### src/rtl/skylark_pkg.sv
// Shared types and constants for the skylark instruction-fetch front end.
package skylark_pkg;

  localparam int unsigned XLEN = 32;
  localparam logic [XLEN-1:0] RESET_PC = '0;

  typedef enum logic [0:0] {FETCH, DRAIN} fetch_state_t;

  typedef struct packed {
    logic [XLEN-1:0] instr;
    logic [XLEN-1:0] pc;
    logic            branched;
  } fetch_entry_t;

endpackage

### src/rtl/fetch_fifo.sv
// In-order prefetch buffer of fetch entries; flush empties it in one cycle.
module fetch_fifo
  import skylark_pkg::*;
#(
  parameter int unsigned Depth = 2,
  localparam int unsigned CntW = $clog2(Depth) + 1,
  localparam int unsigned PtrW = $clog2(Depth)
) (
  input  logic            clk_i,
  input  logic            rst_ni,
  input  logic            push_i,
  input  fetch_entry_t    wdata_i,
  input  logic            pop_i,
  input  logic            flush_i,
  output fetch_entry_t    rdata_o,
  output logic            full_o,
  output logic            empty_o,
  output logic [CntW-1:0] count_o
);

  fetch_entry_t    mem_q [Depth];
  logic [PtrW-1:0] wr_ptr_q, rd_ptr_q;
  logic [CntW-1:0] count_q;
  logic            do_push, do_pop;

  assign full_o  = (count_q == CntW'(Depth));
  assign empty_o = (count_q == '0);
  assign count_o = count_q;
  assign rdata_o = mem_q[rd_ptr_q];

  // A write at full is only legal when the head leaves in the same cycle.
  assign do_pop  = pop_i && !empty_o;
  assign do_push = push_i && (!full_o || do_pop);

  always_ff @(posedge clk_i) begin
    if (!rst_ni || flush_i) begin
      wr_ptr_q <= '0;
      rd_ptr_q <= '0;
      count_q  <= '0;
    end else begin
      if (do_push) wr_ptr_q <= wr_ptr_q + PtrW'(1);
      if (do_pop)  rd_ptr_q <= rd_ptr_q + PtrW'(1);
      count_q <= count_q + CntW'(do_push) - CntW'(do_pop);
    end
  end

  always_ff @(posedge clk_i) begin
    if (do_push) mem_q[wr_ptr_q] <= wdata_i;
  end

endmodule

### src/rtl/fetch_unit.sv
// Instruction fetch: credit-limited imem requests, prefetch FIFO, redirect flush
// with discard of stale responses, and first-after-redirect tagging.
module fetch_unit #(
  parameter int unsigned            XLEN       = skylark_pkg::XLEN,
  parameter logic [XLEN-1:0]        RESET_PC   = skylark_pkg::RESET_PC,
  parameter int unsigned            FIFO_DEPTH = 2
) (
  input  logic            clk,
  input  logic            reset_n,
  output logic            imem_req,
  output logic [XLEN-1:0] imem_addr,
  input  logic            imem_gnt,
  input  logic            imem_rvalid,
  input  logic [XLEN-1:0] imem_rdata,
  input  logic            redirect_E,
  input  logic [XLEN-1:0] redirect_pc_E,
  input  logic            stall_D,
  output logic [XLEN-1:0] instr_D,
  output logic [XLEN-1:0] pc_D,
  output logic            valid_D,
  output logic            branched_flag_F
);

  import skylark_pkg::*;

  localparam int unsigned CW = $clog2(FIFO_DEPTH) + 1;

  logic [XLEN-1:0] fetch_pc_q, fetch_pc_d, resp_pc_q, resp_pc_d;
  logic [CW-1:0]   in_flight_q, in_flight_d, discard_q, discard_d;
  logic            pending_branch_q, pending_branch_d;
  fetch_state_t    state_q, state_d;

  fetch_entry_t    fifo_wdata, fifo_head;
  logic            fifo_push, fifo_pop, fifo_full, fifo_empty;
  logic [CW-1:0]   fifo_count;

  logic [CW:0]     outstanding, old_stream;
  logic            accept;
  logic [1:0]      unused_redirect_lsb;

  assign unused_redirect_lsb = redirect_pc_E[1:0];

  // Every word that will eventually land (or be dropped) holds a credit.
  assign outstanding = {1'b0, in_flight_q} + {1'b0, fifo_count}
                     + ((state_q == DRAIN) ? {1'b0, discard_q} : '0);

  assign imem_req  = reset_n && !redirect_E && (outstanding < (CW + 1)'(FIFO_DEPTH));
  assign imem_addr = fetch_pc_q;
  assign accept    = imem_req && imem_gnt;

  assign valid_D         = !fifo_empty;
  assign instr_D         = fifo_empty ? '0 : fifo_head.instr;
  assign pc_D            = fifo_empty ? '0 : fifo_head.pc;
  assign branched_flag_F = !fifo_empty && fifo_head.branched;

  assign fifo_pop   = valid_D && !stall_D;
  assign fifo_wdata = '{instr: imem_rdata, pc: resp_pc_q, branched: pending_branch_q};

  always_comb begin
    fetch_pc_d       = fetch_pc_q;
    resp_pc_d        = resp_pc_q;
    in_flight_d      = in_flight_q;
    discard_d        = discard_q;
    pending_branch_d = pending_branch_q;
    fifo_push        = 1'b0;
    old_stream       = {1'b0, discard_q} + {1'b0, in_flight_q} + (CW + 1)'(accept);

    if (redirect_E) begin
      // A response arriving now belongs to the old stream and is dropped here.
      if (imem_rvalid && (old_stream != '0)) old_stream = old_stream - (CW + 1)'(1);
      discard_d        = old_stream[CW-1:0];
      in_flight_d      = '0;
      fetch_pc_d       = {redirect_pc_E[XLEN-1:2], 2'b00};
      resp_pc_d        = {redirect_pc_E[XLEN-1:2], 2'b00};
      pending_branch_d = 1'b1;
    end else begin
      if (accept) fetch_pc_d = fetch_pc_q + XLEN'(4);
      if (imem_rvalid) begin
        if (discard_q != '0) begin
          discard_d = discard_q - CW'(1);
        end else if (in_flight_q != '0 && (!fifo_full || fifo_pop)) begin
          fifo_push        = 1'b1;
          resp_pc_d        = resp_pc_q + XLEN'(4);
          pending_branch_d = 1'b0;
        end
      end
      in_flight_d = in_flight_q + CW'(accept) - CW'(fifo_push);
    end

    state_d = (discard_d != '0) ? DRAIN : FETCH;
  end

  always_ff @(posedge clk) begin
    if (!reset_n) begin
      fetch_pc_q       <= RESET_PC;
      resp_pc_q        <= RESET_PC;
      in_flight_q      <= '0;
      discard_q        <= '0;
      pending_branch_q <= 1'b0;
      state_q          <= FETCH;
    end else begin
      fetch_pc_q       <= fetch_pc_d;
      resp_pc_q        <= resp_pc_d;
      in_flight_q      <= in_flight_d;
      discard_q        <= discard_d;
      pending_branch_q <= pending_branch_d;
      state_q          <= state_d;
    end
  end

  fetch_fifo #(
    .Depth (FIFO_DEPTH)
  ) u_fifo (
    .clk_i   (clk),
    .rst_ni  (reset_n),
    .push_i  (fifo_push),
    .wdata_i (fifo_wdata),
    .pop_i   (fifo_pop),
    .flush_i (redirect_E),
    .rdata_o (fifo_head),
    .full_o  (fifo_full),
    .empty_o (fifo_empty),
    .count_o (fifo_count)
  );

endmodule

### config.mk
export PLATFORM = sky130hd
export DESIGN_NAME = fetch_unit
export DESIGN_NICKNAME = d
export VERILOG_FILES = /design/src/rtl/skylark_pkg.sv /design/src/rtl/fetch_fifo.sv /design/src/rtl/fetch_unit.sv
export SDC_FILE = /design/constraint.sdc
export NUM_CORES = 1
export LEC_CHECK = 0
export CAP_MARGIN = 10
export CORE_ASPECT_RATIO = 1.5
export CORE_MARGIN = 2
export CORE_UTILIZATION = 30
export DETAILED_ROUTE_END_ITERATION = 12
export RECOVER_POWER = 100
export SYNTH_ARGS = -nofsm -noshare
export SYNTH_HDL_FRONTEND = slang
export SYNTH_HIERARCHICAL = 1
export SYNTH_SLANG_ARGS = --single-unit
### constraint.sdc
create_clock -name clk -period 6.2 [get_ports clk]
set_clock_uncertainty 0.2 [all_clocks]
set_input_delay 1.24 -clock clk [delete_from_list [all_inputs] [get_ports clk]]
set_output_delay 1.24 -clock clk [all_outputs]
set_load 0.02 [all_outputs]
# == After elaboration in Yosys (flattened, before gate mapping) ==
# Memories as Yosys holds them, arrays and structs flattened. A register that Yosys moved wholly into a read port is not among the register bits.
# Cells that the tools add are included.
# totals
memories,1
reg_bits,74
wordCells,86
mem_bits_rw,130
inputBits,70
output_inout_bits,99
# mem_list
memory,depth,width,rd,rd_ports_with_merged_regs,wr,line_no,rtl
u_fifo.mem_q,2,65,1,1,1,fetch_fifo.sv:21,fetch_entry_t mem_q [Depth];
# classes
n_reduce_logical,28
eq_ne,2
n_mux,27
addsub,14
bitwise_logic,2
order_cmp,1
# ops
cell,count
two-way mux 32 bit,8
adder 32 x 3 -> 32 bit (second input constant),2
two-way mux 1 bit,14
nonzero test 2 bit,6
two-way mux 2 bit,5
logical AND 1 bit,9
adder 2 x 2 -> 3 bit,2
AND reduction 3 bit,2
zero test 1 bit,5
adder 2 x 1 -> 2 bit,2
subtractor 2 x 1 -> 2 bit,2
subtractor 2 x 1 -> 2 bit (second input constant),2
adder 3 x 1 -> 3 bit,1
adder 3 x 2 -> 3 bit,1
logical OR 1 bit,3
less-than comparator 3 x 2 -> 1 bit (second input constant),1
nonzero test 3 bit,1
adder 1 bit (second input constant),2
equality test 2 bit (second input constant),1
zero test 2 bit,1
!= test 2 bit (second input constant),1
inverter 1 bit,2
OR reduction 2 bit,1

# == Longest topological paths before layout ==
# logic_depth
word_depth,13
mapped_depth,18
ltp_nobuf,17

# == By module ==
# The synthesis kept the hierarchy.
# modules_own_cells
mod,cells_each,area_each_um2,instances,seq_area_each_um2
fetch_fifo,234,4938.5,1,4003.8
fetch_unit,536,4101.4,1,1321.3

# == Least setup slack after synthesis ==
# No wires, ideal clock.
# synth_timing
path_kind,input -> register
start,in imem_rvalid
end,"mem u_fifo/mem_q[0][0] in the netlist's numbering, enable pin"
slack_ns,0.062
setup_ns,0.489
cell_stages,7
n_path_buf,2
arrival_ns,5.450
required_ns,5.511
cell_sequence,or3b_1 or3_1 clkbuf_1 clkbuf_1 nor2_1 o21ai_0 nor2_1
# synth_between
elab_chain_cells,6
# synth_rtl
item,line_no,rtl
"start, declared",fetch_unit.sv:13,"input logic imem_rvalid,"
two-way mux 1 bit,fetch_unit.sv:78,if (imem_rvalid) begin
two-way mux 1 bit (2 in a row),fetch_unit.sv:68,if (redirect_E) begin
via fifo_push,fetch_unit.sv:34,"logic fifo_push, fifo_pop, fifo_full, fifo_empty;"
logical AND 1 bit,fetch_fifo.sv:33,assign do_push = push_i && (!full_o || do_pop);
two-way mux 1 bit,fetch_fifo.sv:48,if (do_push) mem_q[wr_ptr_q] <= wdata_i;
two-way mux 1 bit (not written as such),fetch_fifo.sv:48,
"end, declared",fetch_fifo.sv:21,
# The timed path passes the listed nets, and every way through them passes these cells. The select of a mux whose other input is x is not followed.

# == Worst setup path in the final report ==
# layout_timing
start,in imem_rvalid
end,"mem u_fifo/mem_q[0][35] in the netlist's numbering, enable pin"
# The elaborated chain is that of the path after synthesis.

==> metrics.md <==
| Metric | Value |
|---|---|
| Pin count of the biggest net entering global routing | 78 |
| Most frequent cells in the layout | dlygate4sd3_1 (130), edfxtp_1 (130), dfxtp_1 (70), nor2b_1 (66), mux2_2 (65) |
| Cells after Synth | 770 |
| Flop2flop setup slack | 1.37 ns |
| Hold slack | 0.279 ns |
| CP top delay family | buffers and inverters |
| Worst-path fanout max | 65 |
| R2R cell count | 19 |
| Failing checks | max-capacitance violations, max-slew violations |
| Max cap viols | 2 |
| 1st-pass router iterations | 4 |
| Tcrit/Tclk final | 84.6% |
| Clock-pin slew on the worst setup and hold paths | 0.06 ns |
| Max Clk Rate | 191 MHz |
| Hold Crit Start | resp_pc_q[31] |
| Slowest-stage cell, CP | clkbuf_2 |
| Max_slew headroom | -21.3% |
| Final net count | 1006 |
| Core Footprint | 0.0296 sq mm |
| Final Hold Fails | 0 |
| CTS tree | yes |
| Synth area leaders | edfxtp_1 (43%), dfxtp_1 (16%), mux2_2 (8.1%) |
| Clock Latency Late Sink | 0.50 ns |
| Die ar. | 0.0316 sq mm |
| First DRT Iteration DRCs | 225 |
| Post-CTS setup buffer count | 0 |
| Leak pwr | 0.00415 uW |
| Via count of the first global-routing pass | 6280 |
| Number of placement rows | 77 |
| Finished Core Util | 39.7% |
| CP Capture Type | register |
| Final WL | 21.4 mm |
| Starting density of the core | 30.6% |
| Initial antenna violation count | 0 |
| HP Class | register to register |
| Layout cells sized above 1 | 11.9% |
| I/O pin total | 169 |
| Area leader, netlist | edfxtp_1 |
| Clock sink total | 201 |
| Global route overflow | 0 |
| #FFs+latches synth | 201 |
| Crit-path cells | dlygate4sd3_1 > or3b_1 > or3_1 > nor2_1 > o21ai_0 > nor2_4 > clkbuf_2 |
| Total CTS buffers | 21 |
| PD cells | 249 mW/mm^2 |
| I/O Buffers | 164 |
| Inserted Diodes | 0 |
| Startpoint types | input pin |
| Pins Over Slew Limit | 132 |
| Gpl congestion | 0.819 |
| Setup-failing EPs final | 0 |
| Classification of the worst setup path | input pin to register |
| Post-CTS sizing | 0 |
| WP buf/inv | 2 |
| Status | finished, violations left |
| Hold path depth | 0 |
| Routed Antenna Nets | 0 |
| Yosys warnings | 6 |
| EDFF count, synth | 130 |
| Ys async rst share | 0% |
| FF-to-FF End | state_q |
| DRC | 0 |
| Mean cell area of the mapped netlist | 11.7 sq um |
| Netlist Area Pre-Place | 0.00904 sq mm |
| Area grow syn2layout | 30.0% |
| Top cell type's share of synthesized area | 43.2% |
| Minimum clock period | 5.24 ns |
| Crit-path max cell delay | 1.33 ns |
| Routed vias/inst | 4.77 |
| TNS Setup | 0 ns |
| CP required | 6.07 ns |
| Worst-margin pin slew | 1.82 ns |
| Sequential share of the synthesized area | 58.9% |
| Netlist cell types | 52 |
| Die height | 217 um |
| Fill count | 2905 |
| DP Area | 0.0111 sq mm |
| Avg WL per Cell | 16.0 um |
| Worst reg2reg path startpoint | u_fifo/count_o[1] |
| CTS Hold Buffers Added | 0 |
| Most used DFF post-synth | edfxtp_1 |
| DP HPWL | 14.5 mm |
| Global Route Usage Sum | 13.1% |
| Critical Path AT | 5.12 ns |
| Clk buf depth | 3 |
| Vias | 6374 |
| Die X | 146 um |
| Fin area | 0.0118 sq mm |
| Unrepaired setup endpoints after global routing | no |
| CTS H-Tree Depth | 1 |
| VDD IR max | 156 uV |
| Clock root cell | clkbuf_16 |
| Hold EP | u_fifo/mem_q[1][32] |
| First-pass GRT wire length | 33.6 mm |
==> per-layer routing <==
metal	GRT usage [%]	wire length (um)	part of all wire, %
met1	16.3	8960	42
met2	23.7	11100	52
met3	2.11	1070	5.0
met4	3.27	316	1.5
met5	0	0	0
==> cells in the mapped netlist, types with 5 or more instances <==
cell / n
edfxtp_1: 130
dfxtp_1: 71
nor2b_1: 66
mux2_2: 65
a21oi_1: 50
o21ai_0: 45
clkbuf_1: 34
nand2_1: 33
xnor2_1: 30
nor2_1: 27
inv_1: 21
nand3_1: 20
a31oi_1: 16
nand4_1: 16
nor4_1: 16
xor2_1: 15
and3_1: 14
nor3_1: 12
or3_1: 12
ha_1: 8
buf_4: 7
and2_1: 5
and4_1: 5
==> logic make-up (layout without fill, tap and decap cells) <==
kind of cell               Yosys count  in the layout  synth area share (%)
xor gates and xnor gates            45             45                  4.36
AOI/OAI and AO/OA                  134            134                  8.42
other                                1              6                0.0415
DFF                                201            201                  58.9
muxes                               67             67                  8.32
buffers and inverters               70            235                  3.27
and+or+nand+nor                    241            241                  14.9
adders and majority gates           11             11                  1.77
==> power by group <==
group | switching, uW | internal [uW] | total (uW) | leakage [uW]
clock network | 512 | 718 | 1230 | 0.000333
logic | 99.1 | 93.9 | 193 | 0.00205
registers | 42.4 | 1460 | 1500 | 0.00177
==> stage by stage <==
step | cells | power, uW | worst slack [ns]
3_5_place_dp | 1296 | 1730 | 1.15
3_3_place_gp | 1296 | 1730 | 1.22
5_1_grt | 1335 | 3050 | 0.721
2_1_floorplan | 775 | 1620 | 0.0616
4_1_cts | 1334 | 2980 | 1.39
6_report | 1335 | 2920 | 0.955
==> how the worst max path moves through the flow <==
| stage | from | end | slack, ns | cells past startpoint |
|---|---|---|---|---|
| after global placement | imem_gnt | state_q | 1.22 | 16 |
| after CTS | u_fifo/count_o[1] | state_q | 1.39 | 19 |
| final | imem_rvalid | u_fifo/mem_q[0][35] | 0.96 | 7 |
| after detailed placement | imem_gnt | state_q | 1.15 | 16 |
| after global routing | imem_rvalid | u_fifo/mem_q[0][39] | 0.72 | 7 |
| after floorplan | imem_rvalid | u_fifo/mem_q[0][0] | 0.06 | 7 |
==> sequential cells by signal (all words and copies together) (netlist names), named ones only <==
register	flops
in_flight_q	2
u_fifo/mem_q	130
state_q	1
pending_branch_q	1
discard_q	2
resp_pc_q	30
u_fifo/rd_ptr_q	1
u_fifo/wr_ptr_q	1
imem_addr	30
u_fifo/count_o	2
==> cell type report <==
class / instances / area (sq um) / share of cell area, %
clock buffers: 27 / 591 / 5.02
multi-input cells: 504 / 3460 / 29.4
flip-flops and latches: 201 / 5330 / 45.3
inverters: 23 / 86.3 / 0.734
well taps: 395 / 494 / 4.20
repair buffers: 174 / 1720 / 14.6
clock inverters: 11 / 82.6 / 0.702
==> worst register-to-register path, cell delays in order, from the launching register on <==
cell	delay [ns]
dfxtp_1	0.51
inv_1	0.11
fa_1	0.52
inv_1	0.04
ha_1	0.30
nor4bb_1	0.24
and2_0	0.17
buf_4	0.27
clkinv_1	0.10
buf_4	0.23
fa_1	0.40
inv_1	0.07
fa_1	0.40
inv_1	0.08
ha_1	0.14
inv_1	0.03
o21ai_0	0.35
mux2i_1	0.27
a21oi_1	0.11
a21oi_1	0.21
Power figures use the tool's default switching activity.
